===== config.mk =====
export PLATFORM = sky130hd
export DESIGN_NAME = fc_layer_sequencer
export DESIGN_NICKNAME = d
export VERILOG_FILES = /design/src/rtl/fc_layer_sequencer.sv
export SDC_FILE = /design/constraint.sdc
export NUM_CORES = 1
export LEC_CHECK = 0
export CAP_MARGIN = 20
export CORE_MARGIN = 3
export CORE_UTILIZATION = 47
export CTS_CLUSTER_DIAMETER = 150
export CTS_CLUSTER_SIZE = 40
export DETAILED_ROUTE_END_ITERATION = 16
export MAX_ROUTING_LAYER = met4
export PLACE_DENSITY = 0.75
export SYNTH_ARGS = -nofsm -noshare
export SYNTH_HDL_FRONTEND = slang
export SYNTH_SLANG_ARGS = --single-unit

===== constraint.sdc =====
create_clock -name clk -period 9.4 [get_ports clk]
set_clock_uncertainty 0.2 [all_clocks]
set_input_delay 1.41 -clock clk [delete_from_list [all_inputs] [get_ports clk]]
set_output_delay 1.41 -clock clk [all_outputs]
set_load 0.01 [all_outputs]

===== src/rtl/fc_layer_sequencer.sv =====
// Two-layer fully-connected sequencer: walks MEM1 -> MEM2 -> MEM3, doing the
// signed Q-format MAC, saturation and ReLU, and issuing every memory access.
module fc_layer_sequencer #(
   parameter int FRT_CELL  = 14,
   parameter int MID_CELL  = 10,
   parameter int BCK_CELL  = 5,
   parameter int FRAC_BITS = 8,
   parameter int ACC_W     = 40
) (
   input  logic        clk,
   input  logic        reset,
   input  logic        start,
   input  logic [15:0] rd_data,
   output logic [1:0]  mem_sel,
   output logic        we,
   output logic [15:0] addr,
   output logic [15:0] wdata,
   output logic        busy,
   output logic        done,
   output logic        fc1_end,
   output logic        fc2_end
);

   localparam logic [15:0] P_FRT = 16'(FRT_CELL);
   localparam logic [15:0] P_MID = 16'(MID_CELL);
   localparam logic [15:0] P_BCK = 16'(BCK_CELL);

   typedef enum logic [2:0] {S_IDLE, S_RD_X, S_RD_W, S_ACC, S_WR, S_DONE} state_t;

   state_t                   r_state, w_state_n;
   logic                     r_layer, w_layer_n;   // 0 = layer 1, 1 = layer 2
   logic [15:0]              r_j, w_j_n, r_i, w_i_n;
   logic signed [ACC_W-1:0]  r_acc, w_acc_n;
   logic signed [15:0]       r_x, w_x_n;
   logic [1:0]               r_mem_sel, w_mem_sel_n;
   logic                     r_we, w_we_n, r_busy, w_busy_n, r_done, w_done_n;
   logic                     r_fc1, w_fc1_n, r_fc2, w_fc2_n;
   logic [15:0]              r_addr, w_addr_n, r_wdata, w_wdata_n;

   logic [15:0]              w_n, w_m;
   logic signed [31:0]       w_prod;
   logic signed [ACC_W-1:0]  w_acc_sum, w_shift;
   logic [ACC_W-16:0]        w_hi;
   logic [15:0]              w_sat, w_act;

   assign w_n       = r_layer ? P_MID : P_FRT;
   assign w_m       = r_layer ? P_BCK : P_MID;
   assign w_prod    = r_x * $signed(rd_data);
   assign w_acc_sum = r_acc + {{(ACC_W-32){w_prod[31]}}, w_prod};
   assign w_shift   = w_acc_sum >>> FRAC_BITS;
   assign w_hi      = w_shift[ACC_W-1:15];

   // Result is written in the cycle after the last product, so it is formed
   // from the accumulator value that includes that product.
   always_comb begin
      if (w_hi == '0 || w_hi == '1) w_sat = w_shift[15:0];
      else                          w_sat = w_shift[ACC_W-1] ? 16'h8000 : 16'h7FFF;
      w_act = (!r_layer && w_sat[15]) ? 16'h0000 : w_sat;
   end

   always_comb begin
      w_state_n   = r_state;
      w_layer_n   = r_layer;
      w_j_n       = r_j;
      w_i_n       = r_i;
      w_acc_n     = r_acc;
      w_x_n       = r_x;
      w_mem_sel_n = r_mem_sel;
      w_addr_n    = r_addr;
      w_wdata_n   = r_wdata;
      w_busy_n    = r_busy;
      w_fc1_n     = r_fc1;
      w_fc2_n     = r_fc2;
      w_we_n      = 1'b0;
      w_done_n    = 1'b0;
      case (r_state)
         S_IDLE: if (start) begin
            w_state_n   = S_RD_X;
            w_layer_n   = 1'b0;
            w_j_n       = '0;
            w_i_n       = '0;
            w_acc_n     = '0;
            w_fc1_n     = 1'b0;
            w_fc2_n     = 1'b0;
            w_busy_n    = 1'b1;
            w_mem_sel_n = 2'd0;
            w_addr_n    = '0;
         end
         S_RD_X: begin
            w_state_n = S_RD_W;
            w_addr_n  = w_n * (r_j + 16'd1) + r_i;
         end
         S_RD_W: begin
            w_state_n = S_ACC;
            w_x_n     = $signed(rd_data);
         end
         S_ACC: begin
            w_acc_n = w_acc_sum;
            if (r_i == w_n - 16'd1) begin
               w_state_n   = S_WR;
               w_we_n      = 1'b1;
               w_mem_sel_n = r_layer ? 2'd2 : 2'd1;
               w_addr_n    = r_j;
               w_wdata_n   = w_act;
               if (!r_layer && r_j == P_MID - 16'd1) w_fc1_n = 1'b1;
               if (r_layer && r_j == P_BCK - 16'd1)  w_fc2_n = 1'b1;
            end else begin
               w_state_n = S_RD_X;
               w_i_n     = r_i + 16'd1;
               w_addr_n  = r_i + 16'd1;
            end
         end
         S_WR: begin
            w_acc_n = '0;
            w_i_n   = '0;
            if (r_j < w_m - 16'd1) begin
               w_state_n   = S_RD_X;
               w_j_n       = r_j + 16'd1;
               w_mem_sel_n = r_layer ? 2'd1 : 2'd0;
               w_addr_n    = '0;
            end else if (!r_layer) begin
               w_state_n   = S_RD_X;
               w_layer_n   = 1'b1;
               w_j_n       = '0;
               w_mem_sel_n = 2'd1;
               w_addr_n    = '0;
            end else begin
               w_state_n = S_DONE;
               w_busy_n  = 1'b0;
               w_done_n  = 1'b1;
            end
         end
         S_DONE:  w_state_n = S_IDLE;
         default: w_state_n = S_IDLE;
      endcase
   end

   always_ff @(posedge clk or posedge reset) begin
      if (reset) begin
         r_state   <= S_IDLE;
         r_layer   <= 1'b0;
         r_j       <= '0;
         r_i       <= '0;
         r_acc     <= '0;
         r_x       <= '0;
         r_mem_sel <= '0;
         r_addr    <= '0;
         r_wdata   <= '0;
         r_we      <= 1'b0;
         r_busy    <= 1'b0;
         r_done    <= 1'b0;
         r_fc1     <= 1'b0;
         r_fc2     <= 1'b0;
      end else begin
         r_state   <= w_state_n;
         r_layer   <= w_layer_n;
         r_j       <= w_j_n;
         r_i       <= w_i_n;
         r_acc     <= w_acc_n;
         r_x       <= w_x_n;
         r_mem_sel <= w_mem_sel_n;
         r_addr    <= w_addr_n;
         r_wdata   <= w_wdata_n;
         r_we      <= w_we_n;
         r_busy    <= w_busy_n;
         r_done    <= w_done_n;
         r_fc1     <= w_fc1_n;
         r_fc2     <= w_fc2_n;
      end
   end

   assign mem_sel = r_mem_sel;
   assign we      = r_we;
   assign addr    = r_addr;
   assign wdata   = r_wdata;
   assign busy    = r_busy;
   assign done    = r_done;
   assign fc1_end = r_fc1;
   assign fc2_end = r_fc2;

endmodule


; After elaboration in Yosys (flattened, before gate mapping)
; Cells that the tools add are included.
[totals]
ff_bits = 131
inputBits = 19
output_inout_bits = 39
elab_cells = 106
[op_classes]
add_sub_neg = 6
mul = 2
n_lt_le_gt_ge = 1
eq_ne = 16
muxes = 46
reduce_logical = 21
[ops]
columns = cell, count
row1 = 2-to-1 mux 16 bit, 9
row2 = case mux 40 bit (3 select lines), 1
row3 = case mux 16 bit (4 select lines), 1
row4 = case mux 16 bit (3 select lines), 1
row5 = adder 40 bit, 1
row6 = 2-to-1 mux 40 bit, 1
row7 = adder 16 x 1 -> 16 bit (second input constant), 2
row8 = multiplier 16 x 16 -> 32 bit, 1
row9 = case mux 16 bit (2 select lines), 1
row10 = == test 25 bit (second input constant), 1
row11 = logical NOT 25 bit, 1
row12 = adder 16 bit, 1
row13 = == test 16 bit, 1
row14 = == test 16 x 3 -> 1 bit (second input constant), 1
row15 = == test 16 x 4 -> 1 bit (second input constant), 1
row16 = < comparator 16 bit, 1
row17 = multiplier 4 x 16 -> 16 bit, 1
row18 = AND reduction 4 bit, 4
row19 = 2-to-1 mux 1 bit, 15
row20 = 2-to-1 mux 3 bit, 5
row21 = case mux 3 bit (5 select lines), 1
row22 = inequality test 2 bit (second input constant), 7
row23 = AND reduction 3 bit, 4
row24 = 2-to-1 mux 2 bit, 5
row25 = other kinds (16), 25

; Depth between registers and ports, before layout
; Gate-level depths: netlist (run 1).
[logic_depth]
depth_word = 7
mapped_depth = 41
ltp_nobuf = 39

; Worst setup path after synthesis (run 1)
; OpenSTA, ideal clock, no wires.
[synth_timing]
kind = in2reg
startpoint = input rd_data[3]
endpoint = register r_wdata[3], in the netlist wdata[3]
setup_time_ns = 0.076
t_arrival_ns = 10.396
required_time_ns = 9.124
setup_slack_ns = -1.272
stages = 35
path_buffers = 2
cell_sequence = clkbuf_1 nand2_1 fa_1 fa_1 fa_1 fa_1 inv_1 fa_1 inv_1 fa_1 inv_1 ha_1 nand3_1 nor3_1 a2111oi_0 a21o_1 a31oi_1 a221o_1 a21o_1 a21oi_1 xnor2_1 ha_1 nand2_1 o21ai_0 a21oi_1 o31ai_2 or4b_2 nand4_1 o2111ai_1 or4_4 nor4_4 nand2_1 a21o_1 buf_6 o21ai_1
[synth_between]
elab_chain_len = 7
elab_cells_between_ends = 9
cone_classes = add/sub (1) / mul (1) / eq/ne (1) / mux (3) / reduce/logical (3)
[synth_rtl]
columns = element, line_no
row1 = from (decl), 13  ; input logic [15:0] rd_data,
row2 = multiplier 16 x 16 -> 32 bit *, 48  ; assign w_prod = r_x * $signed(rd_data);
row3 = adder 40 bit *, 49  ; assign w_acc_sum = r_acc + {{(ACC_W-32){w_prod[31]}}, w_prod};
row4 = == test 25 bit or logical NOT 25 bit (tied branches), 56  ; if (w_hi == '0 || w_hi == '1) w_sat = w_shift[15:0];
row5 = logical OR 1 bit, 56
row6 = 2-to-1 mux 16 bit *, 56
row7 = logical AND 1 bit, 58  ; w_act = (!r_layer && w_sat[15]) ? 16'h0000 : w_sat;
row8 = 2-to-1 mux 16 bit *, 58
row9 = to (signal assigned), 163  ; r_wdata <= w_wdata_n;
row10 = to (decl), 38  ; logic [15:0] r_addr, w_addr_n, r_wdata, w_wdata_n;
; Every way passes the cells marked *; elsewhere a longest branch is shown, timed or not.
; A chain may end at the register's enable or synchronous reset.

; Worst setup path after layout (run 1)
[layout_timing]
startpoint = input rd_data[6]
endpoint = register r_wdata[2], in the netlist wdata[2]
; Same word-level chain as after synthesis.

==> results.yml, run 1 <==
setup_path:
  start_kind: "primary input"
  rr_worst_depth: 38
  reg2reg_from: "r_x[8]"
  cpMaxStageDelayCell: "fa_1"
  max_stage_delay_ps: 580
  cp_max_fo: 8
  cpMostUsedCell: "fa_1"
  cp.required_ps: 9580
  ff2ff_setup_slack_ps: 50
  worstReg2RegEnd: "wdata[2]"
  end_kind: "register"
  crit_type: "primary input to register"
  arrival_ps: 9940
global_routing:
  antenna_found_initial: 0
  grt_max_degree: 70
  grt_usage: 0.258
  grt_pass1_vias: 18000
  grt_first_pass_wirelength_mm: 89.8
  grt.overflow.total: 0
clocking:
  cts_tree: "done"
  path_clk_slew_ps: 70
  clk_latency_ps: 450
  ctsHoldBuffers: 0
  cts-root-buf: "clkbuf_16"
  clkSinkCount: 131
  cts_max_level: 4
  cts_buffer_depth: 2
  cts_made_buffers: 17
drt:
  drt_iter0_drc: 1004
  postRouteAntennaNets: 0
  wl_mm: 54.5
  drc_errors: 0
  vias: 16800
  routedWlPerCell_um: 17.8
  vias_per_cell: 5.49
  dr.pass1.iters: 6
min_path:
  min_from: "fc2_end"
  min_to: "fc2_end"
  worst_hold_path_type: "register to register"
  min_path_cells: 2
logic_synthesis:
  synth_largest_area_cell: "fa_1"
  synth_area_um2: 19600
  postSynthCellCount: 2184
  ys_seq_elements: 131
  synthesis.nets: 2649
  synthFlopType: "dfrtp_1"
  ys_warn_count: 0
  synthTopCellsByArea: "fa_1, dfrtp_1, ha_1, inv_1, and2_1"
  synth_common_cells: "inv_1, fa_1, nand2_1"
  ys_seq_area_frac: 0.167
  synth_edf_count: 0
  post-synth-top-count-cell: "inv_1"
  avgSynthCellArea_um2: 8.99
  synthDistinctLibCells: 79
  synth_top_area_share: 0.292
  asyncSetResetFlopFracSynth: 1.00
sta:
  rsz0062_at_grt: "true"
  fin_crit_sh: 1.04
  slew_violations: 0
  setup_viol: 16
  setup_ws_ps: -368
  fmax_mhz: 102
  finalHoldViolCount: 0
  min_period_ps: 9770
  worst_slew_pin_slew_ps: 816
  max_slew_margin: 0.456
die:
  dieHeight_um: 210
  ios: 58
  core_um2: 41000
  initial_core_util: 0.479
  rows: 74
  die-area_um2: 44300
  die_w_um: 210
placement:
  io_buffers: 57
  dp_slack_ps: -1530
  hpwl_mm: 42.3
  place_congestion: 0.898
  dpl_cell_area_um2: 23000
layout:
  fin_area_um2: 24700
  seq_area_um2: 3280
  multiInputGateArea_um2: 15300
  fillerInstances: 3315
  nets: 2975
  drive_gt1_frac: 0.235
  num_antenna_cells: 0
  syn2layout_area_growth_pct: 26.0
run_status:
  outcome: "finished, violations left"
  violations: "setup timing"
job:
  drv_cap: 0
==> area by class of cell <==
type	count	share of cell area
clock buffers	18	0.0177
flip-flops and latches	131	0.132
well taps	532	0.0269
clock inverters	14	0.00743
repair buffers	394	0.137
inverters	388	0.0592
multi-input cells	1578	0.619
==> cell usage in the layout, fill, tap and decap left out, types with 16 or more instances in the layout <==
| master | Yosys | routed |
|---|---|---|
| inv_1 | 388 | 369 |
| buf_4 | 0 | 309 |
| fa_1 | 286 | 269 |
| nand2_1 | 225 | 214 |
| ha_1 | 160 | 140 |
| dfrtp_1 | 131 | 131 |
| and2_1 | 141 | 125 |
| nor2_1 | 112 | 92 |
| xnor2_1 | 75 | 73 |
| o21ai_0 | 73 | 65 |
| a21oi_1 | 82 | 61 |
| clkdlybuf4s50_1 | 0 | 42 |
| a21o_1 | 34 | 33 |
| xor2_1 | 29 | 28 |
| a22o_1 | 28 | 28 |
| nand3_1 | 24 | 24 |
| nor2b_1 | 24 | 23 |
| nand4_1 | 23 | 23 |
| o21ai_2 | 8 | 21 |
| nor2_2 | 0 | 19 |
| clkbuf_16 | 0 | 19 |
| buf_6 | 2 | 19 |
| a21oi_2 | 1 | 18 |
| nand2b_1 | 17 | 17 |
| nor3_1 | 20 | 17 |
| inv_2 | 0 | 17 |
| fa_2 | 0 | 17 |
| and3_1 | 19 | 16 |
| mux2_2 | 16 | 16 |
| and2_4 | 0 | 16 |
==> routing by layer <==
layer | wire, um | up-vias | share of wire | track usage
met5 | 0 | - | 0 | -
met4 | 1540 | 0 | 0.028 | 0.0767
met3 | 2300 | 128 | 0.042 | 0.0402
met2 | 27600 | 482 | 0.51 | 0.437
met1 | 23100 | 8481 | 0.42 | 0.321
li1 | - | 7666 | - | -
==> worst max-delay path by stage <==
stage | startpoint | end | slack, ps | depth (start not counted)
finish | rd_data[6] | wdata[2] | -370 | 39
global route | rd_data[6] | wdata[5] | -690 | 39
floorplan | rd_data[9] | wdata[3] | -340 | 39
detailed placement | rd_data[6] | wdata[8] | -1530 | 37
CTS | rd_data[1] | wdata[2] | -560 | 42
global placement | rd_data[6] | wdata[2] | -1310 | 37
==> kinds of logic (layout without fill, tap and decap cells) <==
group,Yosys count,count (layout),share of synthesized area
and+or+nand+nor,646,646,0.163
DFF,131,131,0.167
muxes,21,21,0.0124
xor gates and xnor gates,105,105,0.0475
buffers and inverters,475,814,0.0922
adders and majority gates,446,446,0.394
AOI/OAI and AO/OA,360,360,0.124
==> sequential cells by signal, indices dropped and copies added, names as in the netlist <==
name and flops:
r_i 16, fc2_end 1, mem_sel 2, addr 16
r_x 16, we 1, r_state 3, r_layer 1
busy 1, wdata 16, r_acc 40, done 1
r_j 16, fc1_end 1
==> metrics by stage <==
step           utilization  hold slack [ps]  instances  setup TNS (ps)
6_report             0.603              283       3055           -5320
4_1_cts              0.592              288       3047           -8190
5_1_grt              0.603              318       3055          -10430
2_1_floorplan            -              255       2184           -4460
3_5_place_dp         0.562              262       2978          -30120
3_3_place_gp         0.561              257       2976          -24490
==> critical path, delay by kind of cell <==
family          cells  cell delay (ps)
xor+xnor            1              120
simple gates        8             1720
buf+inv             7              670
compound gates     15             2360
fa+ha+maj           8             3630
==> repair_timing <==
action,CTS,global route
pin swaps,93,105
resized for setup,120,130
endpoints found under the setup margin,21,19
setup buffers,36,10
cloned,3,2
Power of run 1 is not shown: default switching activity piles up to over one toggle a cycle in this logic, so the estimate is an artifact.
==> run 2: changes to the inputs <==
--- a/config.mk
+++ b/config.mk
@@ -11,8 +11,9 @@
 export CTS_CLUSTER_DIAMETER = 150
 export CTS_CLUSTER_SIZE = 40
 export DETAILED_ROUTE_END_ITERATION = 16
+export GPL_ROUTABILITY_DRIVEN = 0
 export MAX_ROUTING_LAYER = met4
-export PLACE_DENSITY = 0.75
+export PLACE_DENSITY = 0.73
 export SYNTH_ARGS = -nofsm -noshare
 export SYNTH_HDL_FRONTEND = slang
 export SYNTH_SLANG_ARGS = --single-unit
==> constraint.sdc (replaced) <==
create_clock -name clk -period 11.1 [get_ports clk]
set_clock_uncertainty 0.2 [all_clocks]
set_input_delay 1.665 -clock clk [delete_from_list [all_inputs] [get_ports clk]]
set_output_delay 1.665 -clock clk [all_outputs]
set_load 0.01 [all_outputs]
==> results.yml, run 2 (synthesized netlist as in run 1, its figures left out) <==
die:
  dieHeight_um: 210
  initial_core_util: 0.479
  ios: 58
  core_um2: 41000
  die-area_um2: 44300
  die_w_um: 210
  rows: 74
setup_path:
  arrival_ps: 10890
  end_kind: "register"
  cp.required_ps: 11230
  crit_type: "primary input to register"
  cp_max_fo: 15
  start_kind: "primary input"
  max_stage_delay_ps: 610
  cpMostUsedCell: "fa_1"
  cpMaxStageDelayCell: "or4b_2"
sta:
  holdWs_ps: 282
  worst_slew_pin_slew_ps: 932
  min_period_ps: 10760
  setup_ws_ps: 342
  setup_viol: 0
  max_slew_margin: 0.379
  fmax_mhz: 93.0
  fin_crit_sh: 0.969
  finalHoldViolCount: 0
  finalSetupTns_ps: 0
  slew_violations: 0
placement:
  hpwl_mm: 39.8
  dp_slack_ps: -427
  io_buffers: 57
clocking:
  cts_tree: "done"
  path_clk_slew_ps: 60
  cts-root-buf: "clkbuf_16"
  cts_made_buffers: 17
  ctsHoldBuffers: 0
  cts_buffer_depth: 2
  cts_max_level: 4
  clkSinkCount: 131
  clk_latency_ps: 440
job:
  drv_cap: 0
global_routing:
  grt_max_degree: 74
  antenna_found_initial: 0
  grt.overflow.total: 0
  grt_first_pass_wirelength_mm: 84.7
  grt_usage: 0.240
  grt_pass1_vias: 17100
layout:
  layout_common_cells: "inv_1, fa_1, nand2_1, buf_4, ha_1"
  syn2layout_area_growth_pct: 15.8
  fin_util: 0.554
  top_register: "r_acc"
  largest_reg_flops: 40
  fillerInstances: 3524
  nets: 2835
  drive_gt1_frac: 0.123
  num_antenna_cells: 0
  final_common_cell: "inv_1"
run_status:
  outcome: "finished, final reports clean"
drt:
  drc_errors: 0
  drt_iter0_drc: 881
  dr.pass1.iters: 5
  vias_per_cell: 5.48
  routedWlPerCell_um: 16.9
  postRouteAntennaNets: 0
  vias: 16000
  wl_mm: 49.2
min_path:
  worst_hold_path_type: "register to register"
run 2: cell types whose count changed in the layout (fill, tap and decap cells not counted), moves of 17 or more:
cell    previous run  this run
buf_4            309       191
ha_1             140       160
inv_1            369       387
inv_2             17         0
nor2_1            92       110
nor2_2            19         2
run 2: path summary, 6_finish.rpt:
kind / from / end / slack, ps / cells after the start
max: rd_data[2] / wdata[8] / 340 / 40
min reg2reg: fc2_end / fc2_end / 280 / 2
min: fc2_end / fc2_end / 280 / 2
max in group asynchronous: reset / r_acc[32] / 7820 / 3
min in group asynchronous: reset / r_x[4] / 1490 / 2
max reg2reg: r_x[7] / wdata[8] / 1190 / 39
run 2: worst max-delay path, delay by kind of cell:
family | cells | cell delay, ps
xor gates and xnor gates | 1 | 100
adders and majority gates | 8 | 3760
buffers and inverters | 8 | 1260
AOI/OAI and AO/OA | 13 | 1970
muxes | 1 | 70
and+or+nand+nor | 9 | 2070
run 2: layer usage:
layer,GRT usage,part of all wire
met4,0.0618,0.022
met3,0.0332,0.050
met1,0.305,0.42
met5,-,0
met2,0.407,0.50
run 2: timing repair:
action,4_1_cts,5_1_grt
buffers inserted,0,3
gates resized for setup,1,40
setup endpoints to repair,1,17
pin swaps,0,13
run 2: metrics by stage:
stage / instance area, um2 / instances
after global routing: 22700 / 2915
final: 22700 / 2915
after CTS: 22600 / 2911
after global placement: 22000 / 2878
after floorplan: 19600 / 2184
after detailed placement: 22000 / 2879
run 2: layout make-up:
class / count / area, um2 / share of cell area
sequential: 131 / 3280 / 0.144
clock inverter: 12 / 145 / 0.00638
multi-input combinational: 1578 / 14700 / 0.644
timing repair buffer: 254 / 2100 / 0.0924
inverter: 388 / 1460 / 0.0643
clock buffer: 20 / 437 / 0.0192
tap: 532 / 666 / 0.0293
Power of run 2 is left out for the same reason.
